`config.mk`:
```
export PLATFORM = sky130hd
export DESIGN_NAME = alu_4
export DESIGN_NICKNAME = d
export VERILOG_FILES = /design/src/rtl/alu_4.sv
export SDC_FILE = /design/constraint.sdc
export NUM_CORES = 1
export LEC_CHECK = 0
export CORE_AREA = 2 2 39 41
export DETAILED_ROUTE_END_ITERATION = 7
export DIE_AREA = 0 0 41 43
export SYNTH_ARGS = -nofsm -noshare
export SYNTH_HDL_FRONTEND = slang
export SYNTH_SLANG_ARGS = --single-unit
```
`constraint.sdc`:
```
create_clock -name clk -period 2.5 [get_ports clk]
set_clock_uncertainty 0.15 [all_clocks]
set_input_delay 0.5 -clock clk [delete_from_list [all_inputs] [get_ports clk]]
set_output_delay 0.5 -clock clk [all_outputs]
set_load 0.1 [all_outputs]
```
`src/rtl/alu_4.sv`:
```
// Four-bit add/sub/and/or ALU with a registered 5-bit result.
// Define ALU_4_FLAGS_EN to add a registered zero flag output.
module alu_4 (
  input  logic       clk,
  input  logic       rst,
  input  logic [3:0] a,
  input  logic [3:0] b,
  input  logic [1:0] opcode,
`ifdef ALU_4_FLAGS_EN
  output logic       zero,
`endif
  output logic [4:0] op
);

  localparam logic [1:0] OPC_ADD = 2'b00;
  localparam logic [1:0] OPC_SUB = 2'b01;
  localparam logic [1:0] OPC_AND = 2'b10;
  localparam logic [1:0] OPC_OR  = 2'b11;

  logic [4:0] op_d;
  logic [4:0] op_q;

  // Operands are zero-extended so bit 4 carries the carry-out (ADD) or borrow (SUB).
  always_comb begin
    op_d = 5'd0;
    unique case (opcode)
      OPC_ADD: op_d = {1'b0, a} + {1'b0, b};
      OPC_SUB: op_d = {1'b0, a} - {1'b0, b};
      OPC_AND: op_d = {1'b0, a & b};
      OPC_OR:  op_d = {1'b0, a | b};
      default: op_d = 5'd0;
    endcase
  end

  always_ff @(posedge clk) begin
    if (rst) begin
      op_q <= 5'd0;
    end else begin
      op_q <= op_d;
    end
  end

  assign op = op_q;

`ifdef ALU_4_FLAGS_EN
  logic zero_d;
  logic zero_q;

  // Flag describes the value being loaded into op_q, so both flops stay aligned.
  always_comb begin
    zero_d = (op_d == 5'd0);
  end

  always_ff @(posedge clk) begin
    if (rst) begin
      zero_q <= 1'b1;
    end else begin
      zero_q <= zero_d;
    end
  end

  assign zero = zero_q;
`endif

endmodule

```
==> results of run 1 <==
layout make-up:
cell class,instances,area [sq um],share of cell area (%)
clock buffers,4,26.3,3.66
inverters,5,18.8,2.61
multi-input cells,44,345,48.1
flip-flops and latches,5,100,13.9
well taps,16,20.0,2.79
repair buffers,23,208,28.9
worst min-delay path by stage:
stage	startpoint	endpoint	slack, ns	cells past startpoint
floorplan	rst	op[2]$_SDFF_PP0_	0.42	1
global placement	op[3]$_SDFF_PP0_	op[3]	0.85	1
detailed placement	op[0]$_SDFF_PP0_	op[0]	0.84	1
CTS	rst	op[1]$_SDFF_PP0_	0.75	2
global route	opcode[1]	op[4]$_SDFF_PP0_	0.62	3
finish	opcode[1]	op[4]$_SDFF_PP0_	0.61	3
metal layers:
layer / vias up / GRT usage, %
met5: - / 0
met4: 0 / 10.0
met2: 11 / 24.7
met1: 196 / 15.9
met3: 2 / 0
li1: 238 / -
cells by family (layout without fill, tap and decap cells):
kind of cell,after synthesis,in the layout,synth area share [%]
buffers and inverters,6,32,5.74
DFF,5,5,21.9
muxes,2,2,5.46
xor gates and xnor gates,4,4,7.65
adders and majority gates,9,9,25.7
AOI/OAI and AO/OA,10,10,12.6
and+or+nand+nor,19,19,21.0
per-stage QoR:
stage	hold slack (ns)	total power (W)	instance area (sq um)	setup TNS [ns]	cells
global route	0.617	0.000402	718	0	97
global placement	0.846	0.000279	671	-0.710	93
CTS	0.752	0.000382	711	0	97
finish	0.613	0.000378	718	0	97
floorplan	0.422	0.000222	458	0	55
detailed placement	0.845	0.000280	671	-0.803	93
where the power goes:
group	switching [W]	internal, W	total, W	leakage [nW]
sequential	0.00000191	0.0000889	0.0000908	0.0416
clock	0.0000316	0.0000602	0.0000918	0.0150
combinational	0.000121	0.0000749	0.000196	0.307
total	0.000154	0.000224	0.000378	0.364
placed cells by master (no fill, tap or decap), drive strengths merged, types with 2 or more instances in the layout:
cell type	count
nand2b	2
dlymetal6s2s	3
nand2	3
buf	12
xnor2	2
ha	7
xor2	2
nor2	9
o21ai	2
inv	5
nor3	2
dfxtp	5
clkdlybuf4s50	8
a21oi	5
clkbuf	4
worst min-delay path: stages:
cell	delay, ns
sky130_fd_sc_hd__dlymetal6s2s_1	0.19
sky130_fd_sc_hd__buf_4	0.20
sky130_fd_sc_hd__nor3_1	0.06
timing repair:
item                       in CTS  in global routing
gates resized for setup         3                  3
pin swaps                       0                  2
setup endpoints to repair       1                  2
hold buffers                    0                  0
hold endpoints to repair        0                  0
==> summary.md, run 1 <==
| Metric | Value |
|---|---|
| Type of the worst min-delay path | primary input to flop |
| Vias in the first global route | between 400 and 500 |
| Net count after synthesis | 75 |
| Main flop type after synthesis | sky130_fd_sc_hd__dfxtp_1 |
| Clk buf depth | 2 |
| Pin count of the biggest net entering global routing | 9 |
| Fmax achieved | 0.418 GHz |
| Number of different library cells in the post-synthesis netlist | 23 |
| Cell type with the highest aggregate area in the netlist | sky130_fd_sc_hd__dfxtp_1 |
| Peak fanout along the critical path | 2 |
| Length of the first detailed-routing pass in iterations | 3 |
| Ordered cell list for the critical path | clkdlybuf4s50_1 -> nor2b_4 -> mux2_4 -> fa_2 -> nand2b_4 -> a21oi_2 -> xor2_1 -> nor3_1 |
| Routability-driven placement congestion ratio | 0.743 |
| CTS sink cnt | 5 |
| Average via count per standard cell | 4.61 |
| Worst slew margin relative to its limit | between 80 and 90% |
| Share of post-route cells with drive strength above 1 | 25.9% |
| Detailed-route wire length on metal 1 | 414 microns |
| Die outline width | 41 microns |
| WP depth | 8 |
| Top-count cell post-synth | sky130_fd_sc_hd__nor2_1 |
| Worst-case setup margin in the final layout | 0.109 ns |
| Category of the most critical setup path | primary input to flop |
| Antenna fix cells | 0 |
| Count of input and output buffers | 16 |
| Crit path buf inv count | 1 |
| Count of yosys warnings during synthesis | 0 |
| Global-route wire length before repair | 1710 microns |
| Portion of the clock cycle consumed by the worst path in the final layout | 95.7% |
| Crit path max-delay family | buffers and inverters |
| Synthesized instance count | 55 |
| Initial Utilization | about 33% |
| Met3 routed WL | around 34 microns |
| Dominant cells by area after synthesis | sky130_fd_sc_hd__dfxtp_1, sky130_fd_sc_hd__ha_1, sky130_fd_sc_hd__nor2_1 |
| Core ar. | 0.00138 sq mm |
| Number of violations of the max-capacitance limit | 0 |
| Synth cell count leaders | sky130_fd_sc_hd__nor2_1, sky130_fd_sc_hd__ha_1, sky130_fd_sc_hd__a21oi_1, sky130_fd_sc_hd__dfxtp_1, sky130_fd_sc_hd__inv_1 |
| Share of the synthesized area in the top cell type | 21.9% |
| Detailed-route via count | 447 |
| Slowest library cell on the worst path | sky130_fd_sc_hd__clkdlybuf4s50_1 |
| Layout net count | 102 |
| Layout overhead on the synthesized area | 56.8% |
| CP peak stage delay | 0.48 ns |
| Antenna violation net count after detailed routing | 0 |
| HPWL after DPL | around 800 microns |
| Setup repair after global routing missed its margin | no |
| Inserted Clock Buffers | 3 |
| Pins Over Slew Limit | 0 |
| Final routed wirelength across all metal layers | 1020 microns |
| Number of enable flip-flop cells after synthesis | 0 |
| Maximum VDD drop | 0.153 mV |
| Final worst path period need | between 2 and 2.5 ns |
| Number of antenna violations at the first check in global routing | 0 |
| Die extent in y | 43 microns |
| Post-Synthesis Cell Area | 458 sq um |
| Die Outline Area | 0.00176 sq mm |
| # Post-CTS Setup Buffers | 0 |
| Max FFs per register | 5 |
| Number of top-level design ports | 17 |
| Post-Syn Area per Cell | ~8.3 sq um |
| Final cell utilization of the core | between 50% and 60% |
| Ratio of total power to cell area | 527 mW/mm^2 |
| Total routing usage reported by global routing | 14.4% |
| Filler cells | between 150 and 200 |
| DRC violation count after routing | 0 |
| Result of the run | completed |
| Detailed route wirelength on metal2 | 556 microns |
| Leakage power of the design | 0.364 nW |
| CTS tree | yes |
| Root cell of the clock tree | sky130_fd_sc_hd__clkbuf_4 |
| CP endpoint kind | flop |
| Start point of the critical path | opcode[0] |
| Crit path required time | around 2.5 ns |
| Congestion Overflow GR | 0 |
| Final count of negative-setup-slack endpoints | 0 |
| Number of failing hold endpoints at the final stage | 0 |
| Clock Pin Slew Worst Setup and Hold Paths | 0.04 ns |
| Async S/R FF share, synth | 0% |
| Total of flip-flops plus latches after synthesis | 5 |
| Worst Setup Start Kind | primary input |
| Arr. time, crit path | 2.37 ns |
| Setup WS pre-CTS | -0.324 ns |
| Portion of the post-synthesis area used by sequential elements | 21.9% |
| Wire length per cell | 10.5 microns |
| Placement row count | 14 |
| Setup crit end | op[4]$_SDFF_PP0_ |
| Level count of the clock H-tree | 1 |
| Slew at the pin with the worst max-slew slack | 0.279 ns |
| Top layer used by detailed routing | met4 |
| DRC violation total after the first TritonRoute iteration | 3 |
No activity file was read; power rests on OpenSTA's default activity.
==> inputs of run 2 (changes only) <==
--- a/config.mk
+++ b/config.mk
@@ -8,6 +8,7 @@
 export CORE_AREA = 2 2 39 41
 export DETAILED_ROUTE_END_ITERATION = 7
 export DIE_AREA = 0 0 41 43
+export GPL_TIMING_DRIVEN = 0
 export SYNTH_ARGS = -nofsm -noshare
 export SYNTH_HDL_FRONTEND = slang
 export SYNTH_SLANG_ARGS = --single-unit
==> run 2 against run 1 <==
Against the previous run:
- fmax is 3.0% higher
- first-iteration DRC count is 100% higher
- routed wire length is 11% lower
- non-clock buffer count is 7 lower
- utilization is 5.7 points lower
- total power is 4.3% lower
- critical endpoint is now op[2]
- largest cell class unchanged
- largest power group unchanged
- highest routed layer is now met3
==> summary.md, run 2 (same netlist as run 1, synthesis figures left out) <==
| Metric | Value |
|---|---|
| Internal Power | between 0.0002 and 0.00025 W |
| Vias in the first global route | 400 |
| Crit path required time | 1.85 ns |
| DRC violation total after the first TritonRoute iteration | 6 |
| CP endpoint kind | output port |
| Post-layout power | between 0.0003 and 0.0004 W |
| Most common cell after layout, fill and taps aside | sky130_fd_sc_hd__clkdlybuf4s50_1 |
| Number of antenna violations at the first check in global routing | 0 |
| Congestion Overflow GR | 0 |
| Switching power total | roughly 0.00015 W |
| Die outline width | 41 microns |
| Length of the first detailed-routing pass in iterations | 4 |
| Core ar. | 0.00138 sq mm |
| Clk buf depth | 2 |
| Category of the most critical setup path | flop to output port |
| Setup repair after global routing missed its margin | no |
| Final count of negative-setup-slack endpoints | 0 |
| Die Outline Area | ~0.0018 sq mm |
| Worst Setup Start Kind | flop |
| Clock network power share | 25.8% |
| Final routed wirelength across all metal layers | roughly 910 microns |
| Portion of the clock cycle consumed by the worst path in the final layout | 92.9% |
| Wire length per cell | 10.1 microns |
| Layout net count | 95 |
| Switching power as a share of total power | 41.3% |
| Initial Utilization | 33.1% |
| Fmax achieved | 0.431 GHz |
| Worst slew margin relative to its limit | 35.9% |
| CP peak stage delay | 1.12 ns |
| Global-route wire length before repair | 1560 microns |
| Layout overhead on the synthesized area | 39.6% |
| Pins Over Slew Limit | 0 |
| Leakage power of the design | 0.292 nW |
| DRC violation count after routing | 0 |
| Detailed-route via count | 421 |
| Inserted Clock Buffers | 3 |
| Type of the worst min-delay path | primary input to flop |
| Number of top-level design ports | 17 |
| Final worst path period need | 2.32 ns |
| Clock Pin Slew Worst Setup and Hold Paths | 0.04 ns |
| Hold WS | about 0.39 ns |
| Placement row count | 14 |
| Pin count of the biggest net entering global routing | 10 |
| Antenna fix cells | 0 |
| CTS sink cnt | 5 |
| Crit path max-delay family | buffers and inverters |
| Maximum VDD drop | approximately 0.16 mV |
| HPWL after DPL | 766 microns |
| Worst-case setup margin in the final layout | 0.178 ns |
| Max FFs per register | 5 |
| Antenna violation net count after detailed routing | 0 |
| Average via count per standard cell | between 4 and 5 |
| Level count of the clock H-tree | 1 |
| Root cell of the clock tree | sky130_fd_sc_hd__clkbuf_4 |
| Routability-driven placement congestion ratio | between 0.7 and 0.8 |
| Commonest cells after routing, fill and taps aside | sky130_fd_sc_hd__clkdlybuf4s50_1, sky130_fd_sc_hd__nor2_1, sky130_fd_sc_hd__ha_1 |
| Count of input and output buffers | 15 |
| Slew at the pin with the worst max-slew slack | 0.959 ns |
| Slowest library cell on the worst path | sky130_fd_sc_hd__clkdlybuf4s50_1 |
| Number of violations of the max-capacitance limit | 0 |
| # Post-CTS Setup Buffers | 0 |
| Total routing usage reported by global routing | 13.1% |
| Ratio of total power to cell area | 567 mW/mm^2 |
| Arr. time, crit path | 1.67 ns |
| Number of failing hold endpoints at the final stage | 0 |
| CTS tree | yes |
| Crit path buf inv count | 1 |
| Portion of total power attributed to sequential cells | 25.1% |
| Combinational group share of total power | 49.1% |
| Share of post-route cells with drive strength above 1 | around 14% |
| Ordered cell list for the critical path | clkdlybuf4s50_1 |
| Setup WS pre-CTS | -0.486 ns |
| Peak fanout along the critical path | 1 |
| Die extent in y | around 43 microns |
| Result of the run | completed |
[run 2: layout make-up]
| cell class | instances | area (sq um) |
|---|---|---|
| multi-input cells | 44 | 332 |
| clock buffers | 4 | 26.3 |
| well taps | 16 | 20.0 |
| plain buffers | 1 | 7.51 |
| repair buffers | 15 | 135 |
| fillers | 142 | 744 |
| flip-flops and latches | 5 | 100 |
| inverters | 5 | 18.8 |
[run 2: timing repair]
| action | 4_1_cts | 5_1_grt |
|---|---|---|
| endpoints found under the setup margin | 2 | 1 |
| resized for setup | 3 | 6 |
| hold buffers | 0 | 0 |
[run 2: metrics by stage]
| step | setup TNS, ns | instance area (sq um) | util, % | instances |
|---|---|---|---|---|
| 6_report | 0 | 639 | 46.2 | 90 |
| 5_1_grt | 0 | 639 | 46.2 | 90 |
| 4_1_cts | 0 | 651 | 47.0 | 90 |
| 3_5_place_dp | -1.23 | 628 | 45.4 | 86 |
| 3_3_place_gp | -1.09 | 628 | 45.4 | 86 |
| 2_1_floorplan | 0 | 458 | - | 55 |
[run 2: per-layer routing]
metal / part of all wire (%) / track usage, % / up-vias
met5: 0 / 0 / -
met4: 0 / 6.00 / 0
met3: 4.7 / 1.57 / 0
met2: 52 / 21.3 / 11
met1: 43 / 16.1 / 186
li1: - / - / 224
[run 2: worst paths after layout]
| path | cells after the start | to | slack [ns] | from |
|---|---|---|---|---|
| setup / recovery | 1 | op[2] | 0.18 | op[2]$_SDFF_PP0_ |
| hold / removal | 2 | op[4]$_SDFF_PP0_ | 0.39 | opcode[1] |
[run 2: power groups by stage]
stage               logic [W]  clock network, W  registers (W)
global placement     0.000179                 0      0.0000920
global route         0.000193          0.000102      0.0000916
detailed placement   0.000181                 0      0.0000925
finish               0.000178         0.0000936      0.0000908
floorplan           0.0000660                 0       0.000156
CTS                  0.000180         0.0000972      0.0000910
==> patch 1 (config.mk and constraints of run 1) <==
Add a define of `ALU_4_FLAGS_EN`.
--- a/src/rtl/alu_4.sv
+++ b/src/rtl/alu_4.sv
@@ -1,5 +1,7 @@
 // Four-bit add/sub/and/or ALU with a registered 5-bit result.
 // Define ALU_4_FLAGS_EN to add a registered zero flag output.
+`define ALU_4_FLAGS_EN
+
 module alu_4 (
   input  logic       clk,
   input  logic       rst,
Formal check against the unedited RTL (old outputs only; new: zero): equivalent (Yosys induction, for registers that start in step).
==> patch 1 against run 1 <==
- synthesized area grew 11%
- global-route usage is 0.19 points lower
- combinational power grew 32%
- via count grew 16%
- setup slack improved by 0.065 ns
- core utilization rose by 8.0 points
- wire length grew 7.0%
- cell area grew 16%
- first-iteration DRC count increased by 67%
- sequential power increased by 22%
- power up 21%
- sequential cell count rose by 1
- critical path type unchanged
- largest cell class unchanged
- largest power group unchanged
- highest routed layer unchanged
==> patch 1: results (changes against run 1) <==
Timing
  – Fmax: 0.430 GHz (+2.8%)
  – Tightest Pin Transition: 0.279 ns (-0.0000156 ns)

Clocking
  – H-tree depth: 1 (unchanged)
  – Post-CTS sizing: 8 (+5)
  – Cts bufs inserted: 3 (unchanged)
  – Post-CTS setup buffer count: 3 (+3)

Power and ir drop
  – Switching part of the total: 42.1% (+1.3 points)
  – Peak VDD IR: 0.181 mV (+18%)
  – Leakage Power: 0.415 nW (+14%)

Drt
  – Routed Wire Length: 1090 µm (+7.0%)
  – DR pass1 iterations: 4 (+1)
  – Drt wl/cell: 10.0 µm (-4.8%)
  – DRT iter0 DRCs: 5 (+2)
  – DR vias: 520 (+16%)

Place
  – Routability cong.: 0.767 (+3.2%)
  – Setup WS pre-CTS: -0.407 ns (-0.0829 ns)
  – Post-DP HPWL: 885 µm (+7.7%)
  – IO buf count: 17 (+1)
  – Placed cells: 103 (+11%)

Yosys
  – Synth cell types: 25 (+8.7%)
  – Post-Synthesis Net Count: 81 (+8.0%)
  – Synth area leaders: dfxtp_1 (24%), ha_1 (17%), nor2_1 (7.4%)
  – Sequential area share after synthesis: 23.5% (+1.7 points)
  – Mapped Cells: 61 (+11%)
  – Most frequent cells after synthesis: nor2_1 (10), ha_1 (7), inv_1 (7), dfxtp_1 (6), xnor2_1 (4)

Global routing
  – Tot GR Track Use: 14.2% (-0.19 points)
  – Vias in the first global route: 471 (+6.3%)
  – Global-route wire length before repair: 1770 µm (+3.2%)

Worst setup path
  – Crit path capture: zero
  – Data arrival, critical path: 2.30 ns (-0.07 ns)
  – Crit. Startpoint: b[0]

Final layout
  – Antenna diodes: 0 (unchanged)
  – Layout cells sized above 1: 34.4% (+8.5 points)
  – Fill cell count: 123 (-19%)

Run status
  – Run status: finished, final reports clean

Worst hold path
  – Hold Path Sink: op[0]
  – Worst Hold Path Cells: 4 (+1)
patch 1: changes by cell type after synthesis, sizes merged, moves of 2 or more:
cell          run 1  this run
a21oi             5         2
a31oi             1         3
inv               5         7
xnor2             2         4
xor2              2         0
patch 1: worst max-delay path, stage by stage:
cell           delay [ns]
dlygate4sd2_1        0.22
inv_2                0.05
ha_1                 0.27
mux2_4               0.29
fa_2                 0.37
nand2b_1             0.17
a21oi_2              0.15
xnor2_1              0.18
a211oi_2             0.10
patch 1: power groups by stage:
stage,sequential (W),combinational [W],clock (W)
CTS,0.000111,0.000255,0.0000881
floorplan,0.000200,0.0000766,0
detailed placement,0.000112,0.000238,0
global placement,0.000112,0.000236,0
finish,0.000111,0.000259,0.0000876
global route,0.000112,0.000278,0.0000925
patch 1: final cells by class:
type,count,area (µm²),share of cell area (%)
multi-input cells,47,385,46.5
repair buffers,30,255,30.8
flip-flops and latches,6,120,14.5
inverters,7,26.3,3.17
clock buffers,3,22.5,2.71
well taps,16,20.0,2.41
patch 1: logic make-up (layout without fill, tap and decap cells):
kind of cell,count (synthesis),in the layout,synth area share (%)
mux,3,3,6.13
buf+inv,8,40,6.13
flops,6,6,23.5
compound gates,8,8,10.8
xor+xnor,4,4,6.86
fa+ha+maj,10,10,25.5
simple gates,22,22,21.1
patch 1: metal layers:
metal  global-route usage (%)  vias up  part of all wire (%)
met5                        0        -                     0
met1                     16.9      229                    44
met4                     9.33        0                   1.7
li1                         -      272                     -
met3                     1.57        2                   5.1
met2                     22.5       17                    49
patch 1: stage by stage:
stage / area [µm²] / hold WS [ns] / setup TNS [ns]
finish: 830 / 0.666 / 0
global route: 830 / 0.719 / 0
CTS: 816 / 0.780 / -0.0172
detailed placement: 756 / 0.845 / -1.52
global placement: 756 / 0.846 / -1.44
floorplan: 510 / 0.422 / 0
==> patch 2 (config.mk and constraints of run 1) <==
Without the edit above. Register the output `op` once more, without a reset; this adds one clock of latency there.
--- a/src/rtl/alu_4.sv
+++ b/src/rtl/alu_4.sv
@@ -40,7 +40,9 @@
     end
   end
 
-  assign op = op_q;
+  always_ff @(posedge clk) begin
+    op <= op_q;
+  end
 
 `ifdef ALU_4_FLAGS_EN
   logic zero_d;
Function: changed (a bounded check fails within 4 cycles, from zero or initial values and one cycle with rst high).
==> patch 2 against run 1 <==
- power increased by 36%
- critical path depth unchanged
- setup slack improved by 0.014 ns
- sequential cell count up 5
- core utilization increased by 8.3 points
- cell count is 6.2% higher
- wire length fell by 8.4%
- sequential share of layout area rose by 10 points
- via count increased by 4.0%
- cell area is 16% higher
- count of clock-buffer cells in the layout did not move
- synthesized area rose by 22%
- largest cell class unchanged
==> patch 2: results (changes against run 1) <==
Power and ir drop
  – Leakage Power: 0.407 nW (+12%)
  – Peak VDD IR: 0.215 mV (+40%)

Drt
  – DRT iter0 DRCs: 2 (-1)
  – Vias/cell: 4.51 (-2.0%)
  – DR pass1 iterations: 4 (+1)
  – Drt wl/cell: 9.06 µm (-14%)
  – DR vias: 465 (+4.0%)

Global routing
  – Pin count of the biggest net entering global routing: 9 (unchanged)
  – Initial antenna violation count: 0 (unchanged)
  – Tot GR Track Use: 12.9% (-1.5 points)
  – Global-route wire length before repair: 1640 µm (-4.4%)
  – Vias in the first global route: 443 (unchanged)

Clocking
  – Maximum buffer depth of the clock tree: 2 (unchanged)
  – Clk slew on worst S/H paths: 0.06 ns (+0.02 ns)
  – H-tree depth: 1 (unchanged)
  – Worst-Skew Late Latency: ~0.25 ns
  – Clock root buffer: clkbuf_4
  – Cts bufs inserted: 3 (unchanged)

Yosys
  – Mapped Cells: 60 (+9.1%)
  – Main synth FF type: dfxtp_1
  – Post-Synthesis Net Count: 80 (+6.7%)
  – Synth warnings: 0 (unchanged)
  – Synth cell types: 23 (unchanged)
  – Mux cell area share after synthesis: 4.48% (-0.98 points)
  – Async SR Flop Fraction: 0% (unchanged)
  – Synth area leaders: dfxtp_1 (36%), ha_1 (16%), nor2_1 (6.1%)
  – Post-Synth Adder-Cell Area: 21.1% (-4.6 points)
  – Compound-cell area share of the yosys netlist: 10.3% (-2.3 points)
  – Most frequent cells after synthesis: dfxtp_1 (10), nor2_1 (9), ha_1 (7), a21oi_1 (5), inv_1 (4)
  – Sequential area share after synthesis: 35.9% (+14 points)
  – Synth Area in XOR/XNOR: 6.28% (-1.4 points)

Final layout
  – Layout cells sized above 1: 26.4% (+0.51 points)
  – Antenna diodes: 0 (unchanged)
  – Largest registers: op x5, op_q x5
  – Nets: 108 (+5.9%)

Place
  – Dpl cell area: 778 µm² (+16%)
  – Placed cells: 99 (+6.5%)
  – Post-DP HPWL: 811 µm (-1.4%)
  – Routability cong.: 0.730 (-1.7%)
  – IO buf count: 16 (unchanged)

Worst setup path
  – FF-to-FF path depth: 0
  – Slowest stage delay, CP: 0.48 ns (about the same)
  – CP Max Fanout: 2 (unchanged)
  – Data arrival, critical path: between 2 and 2.5 ns
  – Critical path's slowest cell: clkdlybuf4s50_1
  – Worst r2r src: op_q[2]
  – Crit. Startpoint: opcode[0]

Run status
  – Run status: finished, final reports clean

Worst hold path
  – Hold WC Path Type: reg -> reg
  – HP Start: op_q[3]
  – Worst Hold Path Cells: 0 (-3)

Timing
  – Tightest Pin Transition: 0.277 ns (-0.00202 ns)
patch 2: changes by cell type after synthesis, sizes merged:
cell | before | now
dfxtp | 5 | 10
patch 2: final timing paths:
| path | end | slack [ns] |
|---|---|---|
| setup / recovery | op_q[2] | 0.12 |
| hold / removal | op[3] | 0.18 |
| setup reg to reg | op[2] | 1.96 |
| hold reg to reg | op[3] | 0.18 |
patch 2: kinds of logic (layout without fill, tap and decap cells):
logic type / Yosys count / after routing
adders and majority gates: 9 / 9
AOI/OAI and AO/OA: 10 / 10
DFF: 10 / 10
muxes: 2 / 2
xor gates and xnor gates: 4 / 4
and+or+nand+nor: 19 / 19
buffers and inverters: 6 / 33
patch 2: critical path: cells and delay by family:
family,cells,cell delay (ns)
fa+ha+maj,1,0.39
simple gates,2,0.32
compound gates,2,0.21
mux,1,0.33
buf+inv,2,0.60
patch 2: final cells by class:
| type | count | area [µm²] |
|---|---|---|
| clock buffer | 4 | 36.3 |
| inverter | 5 | 18.8 |
| fill | 130 | 551 |
| sequential | 10 | 200 |
| tap | 16 | 20.0 |
| multi-input combinational | 44 | 345 |
| timing repair buffer | 24 | 213 |
patch 2: what timing repair did:
action	CTS	global route
pin swaps	0	2
gates resized for setup	2	3
buffers inserted	0	0
setup endpoints to repair	2	3
patch 2: per-layer routing:
metal	vias up	track usage (%)	wire length, µm
met5	-	0	0
met4	0	6.00	0
met3	0	1.57	27
met2	11	20.9	450
met1	201	16.0	455
li1	253	-	-
patch 2: metrics by stage:
step                      util [%]  setup WS (ns)
after floorplan                  -          0.249
after global placement        56.2         -0.285
after detailed placement      56.2         -0.317
after CTS                     59.7        0.00555
after global routing          60.2         0.0676
final                         60.2          0.123
patch 2: power breakdown:
part / internal, W / leakage [nW] / total, W / switching (W)
clock network: 0.0000880 / 0.0210 / 0.000136 / 0.0000477
logic: 0.0000778 / 0.302 / 0.000197 / 0.000119
registers: 0.000177 / 0.0832 / 0.000180 / 0.00000350
